<file path="src/rtl/ms_pkg.sv">
// Shared definitions for the ms_* arithmetic blocks.
// Operand widths, derived widths and the divider state encoding.
package ms_pkg;

  localparam int DW_DEF = 9;

  function automatic int qw_of(input int dw);
    return 2 * dw - 1;
  endfunction

  function automatic int cw_of(input int dw);
    return $clog2(2 * dw - 1);
  endfunction

  typedef enum logic [2:0] {
    IDLE,
    LOAD,
    DIVIDE,
    SIGN_FIX,
    DONE
  } state_t;

endpackage

</file>
<file path="src/rtl/ms_div_if.sv">
// Start/ready bus between a requester and the ms_div divider.
// The requester drives operands and start; the divider returns results.
interface ms_div_if
  import ms_pkg::*;
#(
  parameter int DW = DW_DEF
);
  localparam int QW = qw_of(DW);

  logic          i_start;
  logic [QW-1:0] i_dividend;
  logic [DW-1:0] i_divisor;
  logic [QW-1:0] o_quotient;
  logic [DW-1:0] o_remainder;
  logic          o_ready;
  logic          o_done;
  logic          o_div_by_zero;
  logic          o_ovf;

  modport master (
    output i_start, i_dividend, i_divisor,
    input  o_quotient, o_remainder, o_ready,
    input  o_done, o_div_by_zero, o_ovf
  );

  modport slave (
    input  i_start, i_dividend, i_divisor,
    output o_quotient, o_remainder, o_ready,
    output o_done, o_div_by_zero, o_ovf
  );

endinterface

</file>
<file path="src/rtl/ms_start_edge.sv">
// Registers a level start request and flags its 0->1 transition.
// The pulse is combinational so the FSM sees it at the same edge.
module ms_start_edge (
  input  logic i_clk,
  input  logic i_rst,
  input  logic i_start,
  output logic o_rise
);

  logic start_d;
  logic start_q;

  assign start_d = i_start;

  always_ff @(posedge i_clk or posedge i_rst) begin
    if (i_rst) start_q <= 1'b0;
    else       start_q <= start_d;
  end

  assign o_rise = i_start & ~start_q;

endmodule

</file>
<file path="src/rtl/ms_div.sv">
// Sequential signed restoring divider, one quotient bit per clock.
// Divides a 2*DW-1 bit dividend by a DW bit divisor.
module ms_div
  import ms_pkg::*;
#(
  parameter int DW = DW_DEF
) (
  input logic     i_clk,
  input logic     i_rst,
  ms_div_if.slave bus
);

  localparam int QW = qw_of(DW);
  localparam int CW = cw_of(DW);

  localparam logic [QW-1:0] QMIN = {1'b1, {(QW-1){1'b0}}};
  localparam logic [QW-1:0] QMAX = ~QMIN;

  state_t        state_q, state_d;
  logic [CW-1:0] cnt_q, cnt_d;
  logic [QW-1:0] dvd_q, dvd_d;
  logic [DW-1:0] dvs_q, dvs_d;
  logic [DW-1:0] rem_q, rem_d;
  logic          sn_q, sn_d;
  logic          sd_q, sd_d;
  logic [QW-1:0] quo_q, quo_d;
  logic [DW-1:0] remo_q, remo_d;
  logic          ready_q, ready_d;
  logic          done_q, done_d;
  logic          dz_q, dz_d;
  logic          ovf_q, ovf_d;

  logic          rise;
  logic [DW:0]   shifted;
  logic          keep;

  ms_start_edge u_edge (
    .i_clk   (i_clk),
    .i_rst   (i_rst),
    .i_start (bus.i_start),
    .o_rise  (rise)
  );

  // Partial remainder stays below |divisor|, so DW bits hold it
  // and the shifted trial value needs one more.
  assign shifted = {rem_q, dvd_q[QW-1]};
  assign keep    = shifted >= {1'b0, dvs_q};

  always_comb begin
    state_d = state_q;
    cnt_d   = cnt_q;
    dvd_d   = dvd_q;
    dvs_d   = dvs_q;
    rem_d   = rem_q;
    sn_d    = sn_q;
    sd_d    = sd_q;
    quo_d   = quo_q;
    remo_d  = remo_q;
    ready_d = ready_q;
    done_d  = done_q;
    dz_d    = dz_q;
    ovf_d   = ovf_q;
    unique case (state_q)
      IDLE: begin
        if (rise) begin
          dvd_d   = bus.i_dividend;
          dvs_d   = bus.i_divisor;
          dz_d    = 1'b0;
          ovf_d   = 1'b0;
          ready_d = 1'b0;
          state_d = LOAD;
        end
      end
      LOAD: begin
        sn_d  = dvd_q[QW-1];
        sd_d  = dvs_q[DW-1];
        dvd_d = dvd_q[QW-1] ? -dvd_q : dvd_q;
        dvs_d = dvs_q[DW-1] ? -dvs_q : dvs_q;
        rem_d = '0;
        cnt_d = CW'(QW - 1);
        unique case (1'b1)
          (dvs_q == '0): begin
            dz_d    = 1'b1;
            quo_d   = '0;
            remo_d  = '0;
            state_d = DONE;
          end
          (dvd_q == QMIN && &dvs_q): begin
            ovf_d   = 1'b1;
            quo_d   = QMAX;
            remo_d  = '0;
            state_d = DONE;
          end
          default: state_d = DIVIDE;
        endcase
      end
      DIVIDE: begin
        rem_d = keep ? DW'(shifted - {1'b0, dvs_q})
                     : shifted[DW-1:0];
        dvd_d = {dvd_q[QW-2:0], keep};
        cnt_d = cnt_q - 1'b1;
        if (cnt_q == '0) state_d = SIGN_FIX;
      end
      SIGN_FIX: begin
        quo_d   = (sn_q ^ sd_q) ? -dvd_q : dvd_q;
        remo_d  = sn_q ? -rem_q : rem_q;
        done_d  = 1'b1;
        state_d = DONE;
      end
      DONE: begin
        // Error paths enter with done low and spend one extra cycle here.
        if (done_q) begin
          done_d  = 1'b0;
          ready_d = 1'b1;
          state_d = IDLE;
        end else begin
          done_d  = 1'b1;
        end
      end
      default: state_d = IDLE;
    endcase
  end

  always_ff @(posedge i_clk or posedge i_rst) begin
    if (i_rst) begin
      state_q <= IDLE;
      cnt_q   <= '0;
      dvd_q   <= '0;
      dvs_q   <= '0;
      rem_q   <= '0;
      sn_q    <= 1'b0;
      sd_q    <= 1'b0;
      quo_q   <= '0;
      remo_q  <= '0;
      ready_q <= 1'b1;
      done_q  <= 1'b0;
      dz_q    <= 1'b0;
      ovf_q   <= 1'b0;
    end else begin
      state_q <= state_d;
      cnt_q   <= cnt_d;
      dvd_q   <= dvd_d;
      dvs_q   <= dvs_d;
      rem_q   <= rem_d;
      sn_q    <= sn_d;
      sd_q    <= sd_d;
      quo_q   <= quo_d;
      remo_q  <= remo_d;
      ready_q <= ready_d;
      done_q  <= done_d;
      dz_q    <= dz_d;
      ovf_q   <= ovf_d;
    end
  end

  assign bus.o_quotient    = quo_q;
  assign bus.o_remainder   = remo_q;
  assign bus.o_ready       = ready_q;
  assign bus.o_done        = done_q;
  assign bus.o_div_by_zero = dz_q;
  assign bus.o_ovf         = ovf_q;

endmodule

</file>
<file path="src/flat_wrapper.sv">
// flat-port wrapper written by rule: the top's interface ports become plain ports
module ms_div_flat import ms_pkg::*;
#(
  parameter int DW = DW_DEF
)
  (i_clk, i_rst, bus_i_start, bus_i_dividend, bus_i_divisor, bus_o_quotient, bus_o_remainder, bus_o_ready, bus_o_done, bus_o_div_by_zero, bus_o_ovf);
  ms_div_if #(.DW(DW)) bus_i ();
  input logic i_clk;
  input logic i_rst;
  input wire logic [$bits(bus_i.i_start)-1:0] bus_i_start;
  input wire logic [$bits(bus_i.i_dividend)-1:0] bus_i_dividend;
  input wire logic [$bits(bus_i.i_divisor)-1:0] bus_i_divisor;
  output wire logic [$bits(bus_i.o_quotient)-1:0] bus_o_quotient;
  output wire logic [$bits(bus_i.o_remainder)-1:0] bus_o_remainder;
  output wire logic [$bits(bus_i.o_ready)-1:0] bus_o_ready;
  output wire logic [$bits(bus_i.o_done)-1:0] bus_o_done;
  output wire logic [$bits(bus_i.o_div_by_zero)-1:0] bus_o_div_by_zero;
  output wire logic [$bits(bus_i.o_ovf)-1:0] bus_o_ovf;
  assign bus_i.i_start = bus_i_start;
  assign bus_i.i_dividend = bus_i_dividend;
  assign bus_i.i_divisor = bus_i_divisor;
  assign bus_o_quotient = bus_i.o_quotient;
  assign bus_o_remainder = bus_i.o_remainder;
  assign bus_o_ready = bus_i.o_ready;
  assign bus_o_done = bus_i.o_done;
  assign bus_o_div_by_zero = bus_i.o_div_by_zero;
  assign bus_o_ovf = bus_i.o_ovf;
  ms_div #(.DW(DW)) u_core (.i_clk(i_clk), .i_rst(i_rst), .bus(bus_i));
endmodule
</file>
<file path="config.mk">
export PLATFORM = sky130hd
export DESIGN_NAME = ms_div_flat
export DESIGN_NICKNAME = d
export VERILOG_FILES = /design/src/rtl/ms_pkg.sv /design/src/rtl/ms_div_if.sv /design/src/rtl/ms_start_edge.sv /design/src/rtl/ms_div.sv /design/src/flat_wrapper.sv
export SDC_FILE = /design/constraint.sdc
export NUM_CORES = 1
export LEC_CHECK = 0
export CAP_MARGIN = 0
export CORE_ASPECT_RATIO = 1.75
export CORE_MARGIN = 3
export CORE_UTILIZATION = 45
export CTS_BUF_LIST = sky130_fd_sc_hd__clkbuf_4 sky130_fd_sc_hd__clkbuf_8
export CTS_CLUSTER_DIAMETER = 80
export DETAILED_ROUTE_END_ITERATION = 16
export PLACE_DENSITY_LB_ADDON = 0.25
export SYNTH_ARGS = -nofsm -noshare
export SYNTH_HDL_FRONTEND = slang
export SYNTH_SLANG_ARGS = --single-unit
export TNS_END_PERCENT = 5
</file>
<file path="constraint.sdc">
create_clock -name i_clk -period 3.5 [get_ports i_clk]
set_clock_uncertainty 0.05 [all_clocks]
set_input_delay 0.7 -clock i_clk [delete_from_list [all_inputs] [get_ports i_clk]]
set_output_delay 0.7 -clock i_clk [all_outputs]
set_load 0.02 [all_outputs]
</file>
# --- After elaboration in Yosys (flattened, before gate mapping) ---
# Cells that the tools add are included.
op_classes:
  reduce_logical: 22
  order_cmp: 1
  n_eq_ne: 14
  bitwise: 3
  n_addsub: 5
  mux: 29
op_table:
  columns: ["cell", "count"]
  rows:
  - ["case mux 17 bit (2 select lines)", 2]
  - ["case mux 9 bit (2 select lines)", 3]
  - ["2-to-1 mux 17 bit", 3]
  - ["case mux 17 bit (3 select lines)", 1]
  - ["2-to-1 mux 9 bit", 5]
  - ["negation 9 bit", 2]
  - ["AND reduction 3 bit", 6]
  - ["== test 17 bit, second input constant", 1]
  - ["negation 17 bit", 1]
  - ["case mux 3 bit (5 select lines)", 1]
  - ["!= test 2 x 1 -> 1 bit, second input constant", 7]
  - ["2-to-1 mux 3 bit", 4]
  - ["greater-or-equal comparator 10 x 9 -> 1 bit", 1]
  - ["case mux 5 bit (2 select lines)", 1]
  - ["nonzero test 2 bit", 5]
  - ["zero test 9 bit", 1]
  - ["AND reduction 9 bit", 1]
  - ["subtractor 9 bit", 1]
  - ["case mux 1 bit (2 select lines)", 4]
  - ["AND reduction 2 bit", 4]
  - ["== test 3 x 2 -> 1 bit, second input constant", 2]
  - ["zero test 5 bit", 1]
  - ["2-to-1 mux 1 bit", 5]
  - ["subtractor 5 x 1 -> 5 bit, second input constant", 1]
  - ["other kinds (11)", 11]
word_totals:
  register_bits: 76
  in_bits: 29
  out_inout_bits: 30
  word_cells: 90

# --- Logic depth before layout (Yosys ltp) ---
# Gate-level depths: netlist of the first run.
logic_depth:
  ltp_word: 5
  mapped_depth: 11

# --- Cells and area by module ---
# Synthesis of the first run repeated with hierarchy kept, for this count alone.
unflattened:
  cells_unflattened: 539
  hier_area_um2: 4687.0
modules_own_cells:
  columns: ["mod", "cells_per_inst", "area_per_inst_um2", "seq_area_each_um2", "n_inst"]
  rows:
  - ["ms_div", 536, 4644.5, 1878.1, 1]
  - ["ms_start_edge", 3, 42.5, 25.0, 1]

# --- Least setup slack after synthesis of the first run ---
# OpenSTA, ideal clock, no wires.
synth_path:
  path_kind: "register to register"
  start: "reg u_core.dvd_q[6]"
  end: "reg u_core.quo_q[16] (netlist: u_core.bus.o_quotient[16])"
  t_arrival_ps: 2646
  required_ps: 3312
  stages_incl_launch_ff: 11
  slack_ps: 666
  setup_ps: 138
  period_less_slack_ps: 2834
  cell_sequence: "dfrtp_1 buf_6 or4_4 buf_6 nor4_1 ha_1 nand4_1 or3_1 a21oi_2 buf_2 o22ai_1"
synth_via:
  elab_chain_len: 4
  word_cells_on_any_way: 7
synth_rtl:
  columns: ["element", "line_no", "text"]
  rows:
  - ["start: declaration", "ms_div.sv:21", "logic [QW-1:0] dvd_q, dvd_d;"]
  - ["start signal: assignment", "ms_div.sv:142", "dvd_q <= dvd_d;"]
  - ["parallel branches: the longest is 4 deep, another holds negation 17 bit", null, null]
  - ["end signal: assignment", "ms_div.sv:147", "quo_q <= quo_d;"]
  - ["end: declaration", "ms_div.sv:26", "logic [QW-1:0] quo_q, quo_d;"]
# Several ways; the timed one is not identified.
# A chain may end at the register's enable or synchronous reset.

# --- Worst setup path after layout of the first run ---
layout_path:
  start: "reg u_core.dvd_q[11]"
  end: "reg u_core.remo_q[2] (netlist: u_core.bus.o_remainder[2])"
layout_via:
  elab_chain_len: 5
layout_rtl:
  columns: ["element", "line_no", "text"]
  rows:
  - ["== test 17 bit", "ms_div.sv:88", "(dvd_q == QMIN && &dvs_q): begin"]
  - ["logical AND 1 bit", "ms_div.sv:88", null]
  - ["OR reduction 2 bit (no source line)", null, null]
  - ["!= test 2 bit (no source line)", null, null]
  - ["AND reduction 2 bit (no source line)", null, null]
  - ["end signal: assignment", "ms_div.sv:148", "remo_q <= remo_d;"]
  - ["end: declaration", "ms_div.sv:27", "logic [DW-1:0] remo_q, remo_d;"]
# No other way between the ends.

==> key figures, run 1 <==
Power
  – Pint: 3.25 mW
  – Total power: 6.03 mW
  – Clock network power share: 15.2%
  – Power Dens Cells: 1060 nW/um^2
  – Leak Pwr: 2.37 nW
  – Combinational power share: 54.7%
  – Max VDD drop: 473 uV
  – Sw Share: 46.1%
  – Register share of total power: 30.1%
  – Net switching power: 2.77 mW

Cells and area
  – Fillers: 887
  – Commonest cells after routing, fill and taps aside: dfrtp_1, o21ai_0, clkdlybuf4s50_1
  – Layout area overhead: 21.5%
  – ANT cells: 0
  – Cell Count, Final, Fillers Out: 712
  – Leading cell type in the layout, fill and taps excluded: dfrtp_1
  – Layout cell share with drive strength beyond 1: 8.35%
  – Final Net Count: 629

Synth
  – Post-synth EDFFs: 0
  – Flops & latches, synth: 76
  – Cell variety after synth: 60
  – Top_reg_cell synth: dfrtp_1
  – Yosys warnings: 0
  – Sequential share of the synthesized area: 40.6%
  – Synth Net Count: 573
  – Cell count after synthesis: 526
  – Post-synth ARST share: 100%
  – Syn Std Cell Area: 4680 um^2
  – Avg Cell Area, Syn: 8.90 um^2

Routing
  – Met3 WL: 566 um
  – DR WL/cell: 18.9 um
  – Starting DRC count in detailed routing: 231
  – Met2 routed WL: 7.38 mm
  – Vias per Instance: 6.14
  – Final ANT Viol Nets: 0
  – DR vias: 4370
  – Met1 wire length: 4.95 mm
  – Drt pass-1 iters: 5
  – DR DRC count: 0
  – Top Layer Used: met4
  – Wirelength, routed: 13.5 mm

Floorplanning
  – Die Span X: 83.1 um
  – Boundary Pins: 59
  – Die Area: 11700 um^2
  – Die height: 141 um
  – FP Rows: 48
  – Starting Density: 46.7%
  – Core area: 10000 um^2

Min path
  – Min-delay src: u_core.cnt_q[4]$_DFFE_PP0N_
  – Hold Path Class: reg2reg

Clock network
  – CTS root buffer: clkbuf_8
  – Clock-pin slew on the worst setup and hold paths: 80 ps
  – TritonCTS clock tree: done
  – Post-CTS sizing: 0
  – Sink Count: 76
  – Num CTS Buffers: 9
  – CTS Hold Bufs: 0
  – Postcts setup bufs: 0
  – CTS Buffer Depth: 2
  – Worst-Skew Late Latency: 370 ps
  – H-tree lvl count: 3

Placement
  – Placed Cells: 696
  – Final HPWL DP: 9.96 mm
  – IO Port Bufs: 58
  – Gpl congestion: 0.911
  – Pre-CTS setup slack: 423 ps

STA
  – Unrepaired setup endpoints after global routing: false
  – Final setup vio count: 0
  – Tightest Pin Transition: 782 ps
  – Final Max Tran Viols: 0
  – Max Fclk: 319 MHz
  – Final min period: 3140 ps
  – Final Cycle Share: 89.6%
  – Total negative slack: 0 ps
  – Final worst setup slack: 363 ps
  – Worst relative slew slack: 47.7%
  – Final hold vios: 0

Worst setup path
  – RR Startpoint: u_core.dvd_q[11]$_DFFE_PP0P_
  – Worst path required time: 3680 ps
  – Worst path arrival time: 3320 ps
  – Worst-path maximum fanout: 23
  – Crit Path Class: reg2reg
  – CP startpoint: u_core.dvd_q[11]$_DFFE_PP0P_
  – Worst setup EP type: register
  – CP Launch Type: register

GRT
  – Grt ovf: 0
  – First-pass GRT wire length: 22.0 mm
  – GRT Total Usage: 23.4%
  – Number of global-route vias before repair: 4356
  – Initial antenna violation count: 0
  – Pin count of the biggest net entering global routing: 32

Outcome
  – Run status: finished clean

Run
  – Max-capacitance violation count: 0
## flip-flops by register name, summed over array words and instances (netlist names)
signal and count:
u_core.bus.o_remainder 9, u_core.u_edge.start_q 1, u_core.bus.o_ready 1, u_core.bus.o_quotient 17, u_core.bus.o_div_by_zero 1, u_core.cnt_q 5
u_core.sn_q 1, u_core.bus.o_done 1, u_core.sd_q 1, u_core.dvs_q 9, u_core.bus.o_ovf 1, u_core.dvd_q 17
u_core.rem_q 9, u_core.state_q 3
## metrics by stage
step / hold WS [ps] / instance area (um^2) / util (%)
after floorplan: 396 / 4680 / -
final: 420 / 5690 / 56.7
after detailed placement: 415 / 5420 / 54.1
after global placement: 415 / 5420 / 54.1
after CTS: 425 / 5690 / 56.7
after global routing: 467 / 5690 / 56.7
## cells by family (layout without fill, tap and decap cells)
group                      after synthesis  count (layout)  share of synthesized area, %
buffers and inverters                   53             114                          4.78
muxes                                    8               8                          1.71
adders and majority gates               18              18                          4.97
AOI/OAI and AO/OA                      166             166                          22.6
xor gates and xnor gates                27              27                          5.05
DFF                                     76              76                          40.6
and+or+nand+nor                        178             178                          20.3
## critical path, cell delays in order (launching register included)
cell and delay, ps:
dfrtp_1 470, or3_1 430, or3_1 320, nor4_1 340
ha_1 260, nand4_1 130, or3_1 430, a21oi_2 150
buf_4 270, o22ai_1 150
## cell usage after synthesis (14+ instances only)
master	n	share of area (%)
inv_1	21	1.7
clkbuf_1	22	1.8
o22ai_1	14	1.9
a21oi_1	21	2.2
xor2_1	20	3.7
o21ai_1	15	1.6
ha_1	17	4.5
nor3_1	22	2.4
dfrtp_1	75	40
nand2_1	42	3.4
o21ai_0	63	6.7
nor2_1	43	3.4
## power groups by stage
stage	sequential, mW	combinational (mW)	clock, mW
6_report	1.81	3.29	0.918
4_1_cts	1.80	3.31	0.927
3_5_place_dp	1.81	3.29	0
5_1_grt	1.88	3.64	0.965
2_1_floorplan	1.76	2.26	0
3_3_place_gp	1.80	3.22	0
## cell type report
class / instances / area [um^2] / share of cell area, %
tap: 125 / 156 / 2.75
sequential: 76 / 1900 / 33.4
clock inverter: 6 / 136 / 2.40
clock buffer: 10 / 131 / 2.31
timing repair buffer: 77 / 723 / 12.7
inverter: 21 / 78.8 / 1.39
multi-input combinational: 397 / 2560 / 45.0
## worst paths after layout
path	end	slack, ps	cells after the start
min in group asynchronous	u_core.state_q[1]$_DFFE_PP0P_	690	2
min reg2reg	u_core.cnt_q[4]$_DFFE_PP0N_	420	1
max reg2reg	u_core.bus.o_remainder[2]$_DFFE_PP0P_	360	9
min	u_core.cnt_q[4]$_DFFE_PP0N_	420	1
max in group asynchronous	u_core.dvs_q[5]$_DFFE_PP0P_	1930	3
max	u_core.bus.o_remainder[2]$_DFFE_PP0P_	360	9
## metal layers
layer / up-vias / GRT usage [%]
met4: 0 / 12.5
met2: 143 / 43.6
met3: 43 / 3.80
li1: 2048 / -
met5: - / 0
met1: 2136 / 25.0
No activity file was read; power rests on OpenSTA's default activity.
==> inputs of run 2 (changes only) <==
--- a/config.mk
+++ b/config.mk
@@ -5,6 +5,7 @@
 export SDC_FILE = /design/constraint.sdc
 export NUM_CORES = 1
 export LEC_CHECK = 0
+export ABC_AREA = 0
 export CAP_MARGIN = 0
 export CORE_ASPECT_RATIO = 1.75
 export CORE_MARGIN = 3
==> results of run 2 <==
Same layout as run 1: the final DEF is identical, and so are final timing and power.
